File: config.mk
export PLATFORM = sky130hd
export DESIGN_NAME = data_stack
export DESIGN_NICKNAME = d
export VERILOG_FILES = /design/src/rtl/data_stack.sv
export SDC_FILE = /design/constraint.sdc
export NUM_CORES = 1
export LEC_CHECK = 0
export CELL_PAD_IN_SITES_DETAIL_PLACEMENT = 1
export CELL_PAD_IN_SITES_GLOBAL_PLACEMENT = 1
export CORE_MARGIN = 3
export CORE_UTILIZATION = 49
export CTS_CLUSTER_DIAMETER = 150
export DETAILED_ROUTE_END_ITERATION = 8
export HOLD_SLACK_MARGIN = 0.06
export PLACE_DENSITY = 0.8
export SYNTH_ARGS = -nofsm -noshare
export SYNTH_HDL_FRONTEND = slang
export SYNTH_SLANG_ARGS = --single-unit
File: constraint.sdc
create_clock -name clk -period 7.68 [get_ports clk]
set_clock_uncertainty 0.1 [all_clocks]
set_input_delay 0.768 -clock clk [delete_from_list [all_inputs] [get_ports clk]]
set_output_delay 0.768 -clock clk [all_outputs]
set_load 0.05 [all_outputs]
File: src/rtl/data_stack.sv
// Operand stack for the stack-machine datapath.
// The top two entries sit in sr0/sr1; deeper entries live in a circular
// body array. On overflow the oldest body entry spills to data memory and
// is refilled from it (via a small REQ/WAIT handshake) as the stack drains.
module data_stack #(
  parameter int WIDTH     = 16,
  parameter int DEPTH     = 16,
  parameter int SPILL_MAX = 1024
) (
  input  logic             clk,
  input  logic             async_reset,
  input  logic [3:0]       DSOP,
  input  logic [WIDTH-1:0] to_sr0,
  input  logic [WIDTH-1:0] to_sr1,
  input  logic             sr0_overwrite,
  input  logic             sr1_overwrite,
  output logic [WIDTH-1:0] from_sr0,
  output logic [WIDTH-1:0] from_sr1,
  output logic [4:0]       depth,
  output logic             data_stack_overflow,
  output logic             underflow,
  output logic             spill_valid,
  output logic [WIDTH-1:0] spill_data,
  output logic             fill_req,
  input  logic             fill_valid,
  input  logic [WIDTH-1:0] fill_data,
  output logic             busy,
  output logic             op_dropped
);
  localparam int N  = DEPTH - 2;
  localparam int PW = (N > 1) ? $clog2(N) : 1;
  localparam int SW = PW + 7;
  localparam int CW = $clog2(SPILL_MAX + 1);
  localparam logic [4:0]    DEPTH_L  = 5'(DEPTH);
  localparam logic [4:0]    DEPTH_M1 = 5'(DEPTH - 1);
  localparam logic [CW-1:0] SPILL_L  = CW'(SPILL_MAX);

  typedef enum logic [1:0] {S_IDLE, S_REQ, S_WAIT} state_t;

  // Reduce a pointer sum (always below 3*N) back into 0..N-1.
  function automatic logic [PW-1:0] mod_n(input logic [SW-1:0] v);
    logic [SW-1:0] r;
    r = v;
    if (r >= SW'(2 * N))  r = r - SW'(2 * N);
    else if (r >= SW'(N)) r = r - SW'(N);
    return r[PW-1:0];
  endfunction

  state_t           state, state_n;
  logic [WIDTH-1:0] sr0, sr1, sr0_n, sr1_n;
  logic [4:0]       depth_q, depth_n, body_cnt;
  logic [CW-1:0]    spill_cnt;
  logic [PW-1:0]    bot, bot_n, top_idx, wr_idx, bot_inc, bot_dec;
  logic [WIDTH-1:0] body [N];
  logic             body_we;
  logic [PW-1:0]    body_wa;
  logic [WIDTH-1:0] body_wd;
  logic             spill_n, underflow_n, drop_n, op_act;

  assign body_cnt = (depth_q > 5'd2) ? depth_q - 5'd2 : 5'd0;
  assign top_idx  = mod_n(SW'(bot) + SW'(body_cnt) + SW'(N - 1));
  assign wr_idx   = mod_n(SW'(bot) + SW'(body_cnt));
  assign bot_inc  = mod_n(SW'(bot) + SW'(1));
  assign bot_dec  = mod_n(SW'(bot) + SW'(N - 1));
  assign op_act   = (|DSOP) || sr0_overwrite || sr1_overwrite;

  // Next-state decode: stack op + overwrite strobes in IDLE, refill insert in WAIT.
  always_comb begin
    state_n     = state;
    sr0_n       = sr0;
    sr1_n       = sr1;
    depth_n     = depth_q;
    bot_n       = bot;
    body_we     = 1'b0;
    body_wa     = wr_idx;
    body_wd     = sr1;
    spill_n     = 1'b0;
    underflow_n = 1'b0;
    drop_n      = 1'b0;
    case (state)
      S_IDLE: begin
        if (DSOP[3:2] == 2'b01) begin
          sr1_n = sr0;
          if (DSOP[1]) sr0_n = to_sr0;
          if (depth_q >= 5'd2) body_we = 1'b1;
          if (depth_q == DEPTH_L) begin
            // Full: evict the oldest entry and reuse its slot as the new top.
            spill_n = 1'b1;
            body_wa = bot;
            bot_n   = bot_inc;
          end else begin
            depth_n = depth_q + 5'd1;
          end
        end else if (DSOP[3:2] == 2'b10) begin
          if (depth_q == 5'd0) begin
            underflow_n = 1'b1;
          end else begin
            sr0_n   = (depth_q == 5'd1) ? '0 : sr1;
            sr1_n   = (depth_q > 5'd2) ? body[top_idx] : '0;
            depth_n = depth_q - 5'd1;
            if (depth_q == DEPTH_L && spill_cnt != '0) state_n = S_REQ;
          end
        end else if (DSOP[1]) begin
          sr0_n = to_sr0;
          if (DSOP[3:2] == 2'b00) sr1_n = to_sr1;
        end
        if (sr0_overwrite) sr0_n = to_sr0;
        if (sr1_overwrite) sr1_n = to_sr1;
      end
      S_REQ: begin
        drop_n  = op_act;
        state_n = S_WAIT;
      end
      default: begin
        drop_n = op_act;
        if (fill_valid) begin
          // Refilled word is older than everything on chip: insert below bottom.
          body_we = 1'b1;
          body_wa = bot_dec;
          body_wd = fill_data;
          bot_n   = bot_dec;
          depth_n = depth_q + 5'd1;
          state_n = S_IDLE;
        end
      end
    endcase
  end

  // Control and top-of-stack registers, with registered strobes.
  always_ff @(posedge clk or posedge async_reset) begin
    if (async_reset) begin
      state               <= S_IDLE;
      sr0                 <= '0;
      sr1                 <= '0;
      depth_q             <= '0;
      bot                 <= '0;
      spill_cnt           <= '0;
      spill_valid         <= 1'b0;
      spill_data          <= '0;
      data_stack_overflow <= 1'b0;
      underflow           <= 1'b0;
      fill_req            <= 1'b0;
      busy                <= 1'b0;
      op_dropped          <= 1'b0;
    end else begin
      state               <= state_n;
      sr0                 <= sr0_n;
      sr1                 <= sr1_n;
      depth_q             <= depth_n;
      bot                 <= bot_n;
      spill_valid         <= spill_n;
      data_stack_overflow <= spill_n;
      underflow           <= underflow_n;
      op_dropped          <= drop_n;
      fill_req            <= (state_n == S_REQ);
      busy                <= (state_n != S_IDLE);
      if (spill_n) spill_data <= body[bot];
      if (spill_n && spill_cnt != SPILL_L) spill_cnt <= spill_cnt + 1'b1;
      else if (state == S_REQ)             spill_cnt <= spill_cnt - 1'b1;
    end
  end

  // Body array storage; contents need no reset.
  always_ff @(posedge clk) begin
    if (body_we) body[body_wa] <= body_wd;
  end

  assign from_sr0 = sr0;
  assign from_sr1 = sr1;
  assign depth    = depth_q;

  logic unused_depth_m1;
  assign unused_depth_m1 = ^DEPTH_M1;
endmodule

# Yosys cells after proc, flatten, opt, wreduce, memory -nomap -nowiden
# Memory sizes are Yosys's and may differ from the RTL's. A register that Yosys moved wholly into a read port is not among the register bits.
# Cells that the tools add are included.
[op_classes] n_addsub=17 magnitude_cmp=10 eq_ne=14 n_mux=60 bitwise=1 reduce_logical=19
[ops] cell="2-to-1 mux 16 bit" count=15
[ops] cell="2-to-1 mux 4 bit" count=14
[ops] cell="subtractor 4 bit (second input constant)" count=8
[ops] cell="2-to-1 mux 5 bit" count=6
[ops] cell="2-to-1 mux 11 bit" count=2
[ops] cell="case mux 4 bit (2 select lines)" count=2
[ops] cell="2-to-1 mux 1 bit" count=13
[ops] cell="adder 11 x 1 -> 11 bit (second input constant)" count=1
[ops] cell="!= test 11 bit (second input constant)" count=1
[ops] cell="nonzero test 11 bit" count=1
[ops] cell="subtractor 11 x 1 -> 11 bit (second input constant)" count=1
[ops] cell="greater-or-equal comparator 5 x 4 -> 1 bit (second input constant)" count=2
[ops] cell="greater-or-equal comparator 5 bit (second input constant)" count=2
[ops] cell="2-to-1 mux 2 bit" count=5
[ops] cell="case mux 5 bit (2 select lines)" count=1
[ops] cell="!= test 3 bit (second input constant)" count=3
[ops] cell="!= test 4 bit (second input constant)" count=2
[ops] cell="AND reduction 4 bit" count=2
[ops] cell="nonzero test 4 bit" count=2
[ops] cell="adder 6 x 4 -> 7 bit (second input constant)" count=1
[ops] cell="greater-or-equal comparator 7 x 4 -> 1 bit (second input constant)" count=1
[ops] cell="greater-or-equal comparator 7 x 5 -> 1 bit (second input constant)" count=1
[ops] cell="adder 4 x 5 -> 6 bit" count=1
[ops] cell="== test 2 x 1 -> 1 bit (second input constant)" count=3
[ops] cell="25 further kinds" count=31
[totals] regBits=59 ram_bits=224 in_bits=57 out_inout_bits=59 elab_cells=133 memories=1
[memory_table] name="body" depth=14 word_bits=16 read_ports=2 rd_clocked_by_memory_dff=1 wr=1 line="54" source="logic [WIDTH-1:0] body [N];"

# Logic depth before layout (Yosys ltp)
# An unclocked memory read counts as a cell.
[depth] ltp_word=13 mapped_depth=27 depth_no_buf=24

# Least setup slack after synthesis
# No wires, ideal clock.
[synth_path] kind="register -> register" startpoint="register depth_q[1] (netlist: depth[1])" endpoint="register sr1[15] (netlist: from_sr1[15])" setup_ns=0.122 arrival_ns=5.686 t_required_ns=7.458 path_slack_ns=1.773 stages_incl_launch_ff=25 path_buffers=2 period_less_slack_ns=5.907 path_cell_list="dfrtp_1 -> ha_1 -> and2b_2 -> nor2_1 -> nor3_1 -> nor2_1 -> ha_1 -> fa_1 -> buf_2 -> xnor2_2 -> ha_1 -> and2_1 -> o21ai_1 -> a21oi_1 -> nor2_1 -> ha_1 -> a31oi_1 -> o31ai_1 -> a221o_1 -> a21oi_2 -> buf_2 -> mux4_1 -> mux2_2 -> a2111o_1 -> o2111a_1"
[synth_between] elab_chain_cells=13 word_cells_on_any_way=20 classes_between="5 x add/sub; 3 x order compare; 1 x eq/ne; 8 x mux; 2 x reduce/logical; 1 x memory"
[synth_lines] element="from (decl)" line="51" source="logic [4:0] depth_q, depth_n, body_cnt;"
[synth_lines] element="from (signal assigned)" line="149" source="depth_q <= depth_n;"
[synth_lines] element="subtractor 5 x 2 -> 5 bit or greater-than comparator 5 x 2 -> 1 bit (tied branches)" line="60, 99"
[synth_lines] element="2-to-1 mux 5 bit" line="60" source="assign body_cnt = (depth_q > 5'd2) ? depth_q - 5'd2 : 5'd0;"
[synth_lines] element="adder 4 x 5 -> 6 bit" line="61" source="assign top_idx = mod_n(SW'(bot) + SW'(body_cnt) + SW'(N - 1));"
[synth_lines] element="adder 6 x 4 -> 7 bit" line="61"
[synth_lines] element="greater-or-equal comparator 7 x 4 -> 1 bit or subtractor 4 bit (tied branches)" line="45" source="else if (r >= SW'(N)) r = r - SW'(N);"
[synth_lines] element="2-to-1 mux 4 bit" line="45"
[synth_lines] element="2-to-1 mux 4 bit" line="44" source="if (r >= SW'(2 * N)) r = r - SW'(2 * N);"
[synth_lines] element="memory (14 x 16 bit)"
[synth_lines] element="2-to-1 mux 16 bit" line="99" source="sr1_n = (depth_q > 5'd2) ? body[top_idx] : '0;"
[synth_lines] element="2-to-1 mux 16 bit" line="95" source="if (depth_q == 5'd0) begin"
[synth_lines] element="2-to-1 mux 16 bit" line="94" source="end else if (DSOP[3:2] == 2'b10) begin"
[synth_lines] element="2-to-1 mux 16 bit" line="82" source="if (DSOP[3:2] == 2'b01) begin"
[synth_lines] element="2-to-1 mux 16 bit" line="108" source="if (sr1_overwrite) sr1_n = to_sr1;"
[synth_lines] element="to (signal assigned)" line="148" source="sr1 <= sr1_n;"
[synth_lines] element="to (decl)" line="50" source="logic [WIDTH-1:0] sr0, sr1, sr0_n, sr1_n;"
# Several ways; a longest one is shown, not always the timed one. The select of a mux whose other input is x is not followed.
# A chain may end at the register's enable or synchronous reset.

# Final worst setup path
[layout_path] startpoint="register depth_q[1] (netlist: depth[1])" endpoint="register sr1[12] (netlist: from_sr1[12])"
# The elaborated chain is that of the path after synthesis.

==> summary.md <==
| Metric | Value |
|---|---|
| DR vias/cell | 6.832 |
| Clk_lat worst skew | 530 ps |
| Worst R2R Path Depth | 23 |
| Htree depth | 2 |
| Largest family of logic cells by synthesized area | multiplexers |
| Initial Util | 0.5023 |
| Setup bufs post-CTS | 0 |
| Hold buffers post-CTS | 0 |
| RR Endpoint | from_sr1[12] |
| Fillers | 3248 |
| Synth cell types | 70 |
| Crit path max fanout | 31 |
| Core Rows | 66 |
| Worst reg2reg startpoint | depth[1] |
| Gr ovfl total | 0 |
| TritonCTS clock tree | built |
| Compound-Gate Fraction of Synth Area | 0.1082 |
| Clock Tree Buf Depth | 3 |
| Via count | 12560 |
| All-Layer GR Usage | 0.3268 |
| Core Area | 32870 µm² |
| I/O pins | 116 |
| Placed cells | 1774 |
| Hold/Removal Path Class | reg -> reg |
| Max Clk Rate | 139.8 MHz |
| Adder-Cell Fraction of Synth Area | 0.03047 |
| Synth Flop Type | edfxtp_1 |
| Placer Congestion | 0.8915 |
| Pre-antenna DRT Iters | 5 |
| Final Hold Viols | 0 |
| Async SR Flop Fraction | 0.2508 |
| Die Ht | 189.6 µm |
| Cell Count, Final, Fillers Out | 1838 |
| Setup_tns | 0 ps |
| Clk sinks | 299 |
| Remaining DRCs | 0 |
| Synth Area in XOR/XNOR | 0.01827 |
| WS Path Type | reg -> reg |
| Root buf cell | clkbuf_16 |
| DR iter-0 viols | 1577 |
| Die area | 35930 µm² |
| Worst EP required | 8020 ps |
| Inserted Clock Buffers | 35 |
| Mapped Area | 16510 µm² |
| Final min period | 7155 ps |
| Max-Cap Viols | 0 |
| R2r setup slk | 520 ps |
| Number of global-route vias before repair | 13270 |
| Number of diodes | 0 |
| ANT nets after route | 0 |
| Worst slew margin | 0.1643 |
| IO buf count | 115 |
| Synth warn | 0 |
| Crit path from | depth[1] |
| Post-synthesis mux area share | 0.2068 |
| Startpoint types | register |
| Initial antenna violation count | 0 |
| Seq/Total Area, Yosys | 0.5211 |
| Max-slew violation count | 0 |
| Worst-margin pin slew | 1249 ps |
| EDFF count, synth | 224 |
| Worst-path clk slew | 60 ps |
| Flops & latches, synth | 299 |
| Crit path DAT | 7490 ps |
| First-pass GRT wire length | 87520 µm |
| CP endpoint kind | register |
| P&R area growth vs syn | 18.36% |
| RSZ-0062 raised after global routing | false |
| Syn_area_per_cell | 13.11 µm² |
| Final period util | 0.9317 |
| Mapped Cells | 1259 |
| Mapped Nets | 1355 |
| DR WL/cell | 31.79 µm |
| Largest net degree at the start of global routing | 57 |
| Die Wd | 189.6 µm |
| Worst Setup EP | from_sr1[12] |
| Total wire length | 58430 µm |
| Fin nets | 1465 |
| Ratio of cells with drive above 1 in the final layout | 0.1905 |
| HPWL Detailed | 36570 µm |
| Status | complete, no violations |
| Synth Area in Simple Gates | 0.08337 |
| Post-cts sizing count | 0 |
| Setup Viol. Count Final | 0 |
## worst min-delay path by stage
stage / from / depth (start not counted) / end / slack [ps]
finish: spill_data[3] / 2 / spill_data[3] / 380
global route: spill_data[14] / 2 / spill_data[14] / 420
CTS: spill_data[14] / 2 / spill_data[14] / 380
detailed placement: spill_data[6] / 2 / spill_data[6] / 360
floorplan: spill_cnt[3] / 2 / spill_cnt[3] / 380
global placement: spill_data[13] / 2 / spill_data[13] / 360
## final cells by class
cell class                 count  area, µm²  share of cell area
multi-input combinational    832       7460              0.3818
clock buffer                  49      978.4             0.05008
inverter                      41      155.1            0.007941
timing repair buffer         160       1514             0.07748
tap                          442      553.0             0.02830
clock inverter                15      270.3             0.01383
sequential                   299       8608              0.4406
## critical path, stage by stage, from the launching register on
cell	delay, ps
dfrtp_1	500
inv_1	200
ha_1	300
nor2_1	80
nor3_1	460
nor2_1	150
ha_4	200
fa_1	510
xnor2_2	540
ha_1	300
and2_1	170
o21ai_1	90
a21oi_1	310
nor2_1	120
ha_1	210
a31oi_1	140
o31ai_1	120
a22oi_1	200
o21ba_2	430
mux2_2	790
nand2_1	210
nor2_1	530
a211oi_1	160
a21oi_1	210
## synthesized netlist by cell type, types with 31 or more instances
| cell type | instances | share of area |
|---|---|---|
| a31oi_1 | 31 | 0.012 |
| clkbuf_1 | 51 | 0.012 |
| a21oi_1 | 43 | 0.013 |
| dfrtp_1 | 75 | 0.11 |
| inv_1 | 40 | 0.0091 |
| nor2_1 | 63 | 0.014 |
| nand2_1 | 155 | 0.035 |
| o21ai_0 | 67 | 0.020 |
| edfxtp_1 | 224 | 0.41 |
| mux2i_1 | 46 | 0.028 |
| ha_1 | 37 | 0.028 |
| mux4_2 | 116 | 0.16 |
## flip-flops by register name, summed over array words and instances, names as in the netlist, 2 cells and up
register,cells
depth,5
spill_cnt,11
spill_data,16
bot,4
from_sr0,16
from_sr1,16
body,224
state,2
## cells in the final DEF (no fill, tap or decap), drive strengths merged, types with 10 or more instances in the layout
master	n
mux4	117
ha	37
o221ai	10
o21ai	78
xnor2	25
nand3b	19
o211ai	14
nor2	63
dfrtp	75
a21oi	45
a221oi	17
clkdlybuf4s50	115
edfxtp	224
nand2	155
a31oi	31
a211oi	18
o22ai	16
clkbuf	49
buf	45
nand3	19
mux2i	49
mux2	22
inv	42
## layer usage
layer,GRT usage,share of wire,vias up
met2,0.5172,0.46,823
met5,0,0,-
met1,0.4379,0.38,6447
met3,0.08974,0.11,159
met4,0.1183,0.042,0
li1,-,-,5129
## cells by family (layout without fill, tap and decap cells)
kind of cell / Yosys count / in the layout
flip-flops: 299 / 299
adder cells (fa/ha/maj): 39 / 39
XOR/XNOR: 31 / 31
buffers and inverters: 128 / 265
AO/OA/AOI/OAI: 272 / 272
AND/OR/NAND/NOR: 302 / 302
multiplexers: 188 / 188
## per-stage QoR
stage	setup slack (ps)	util	hold WS (ps)	instance area, µm²
after floorplan	1773	-	378.1	16510
after global placement	1176	0.5565	357.1	18290
after detailed placement	716.5	0.5565	364.2	18290
after CTS	637.0	0.5945	384.3	19540
after global routing	35.09	0.5945	421.6	19540
final	524.6	0.5945	380.8	19540
Power is left out: the tool's default activity adds up to more than one toggle a clock period on the data nets, which glitch-free logic cannot reach.
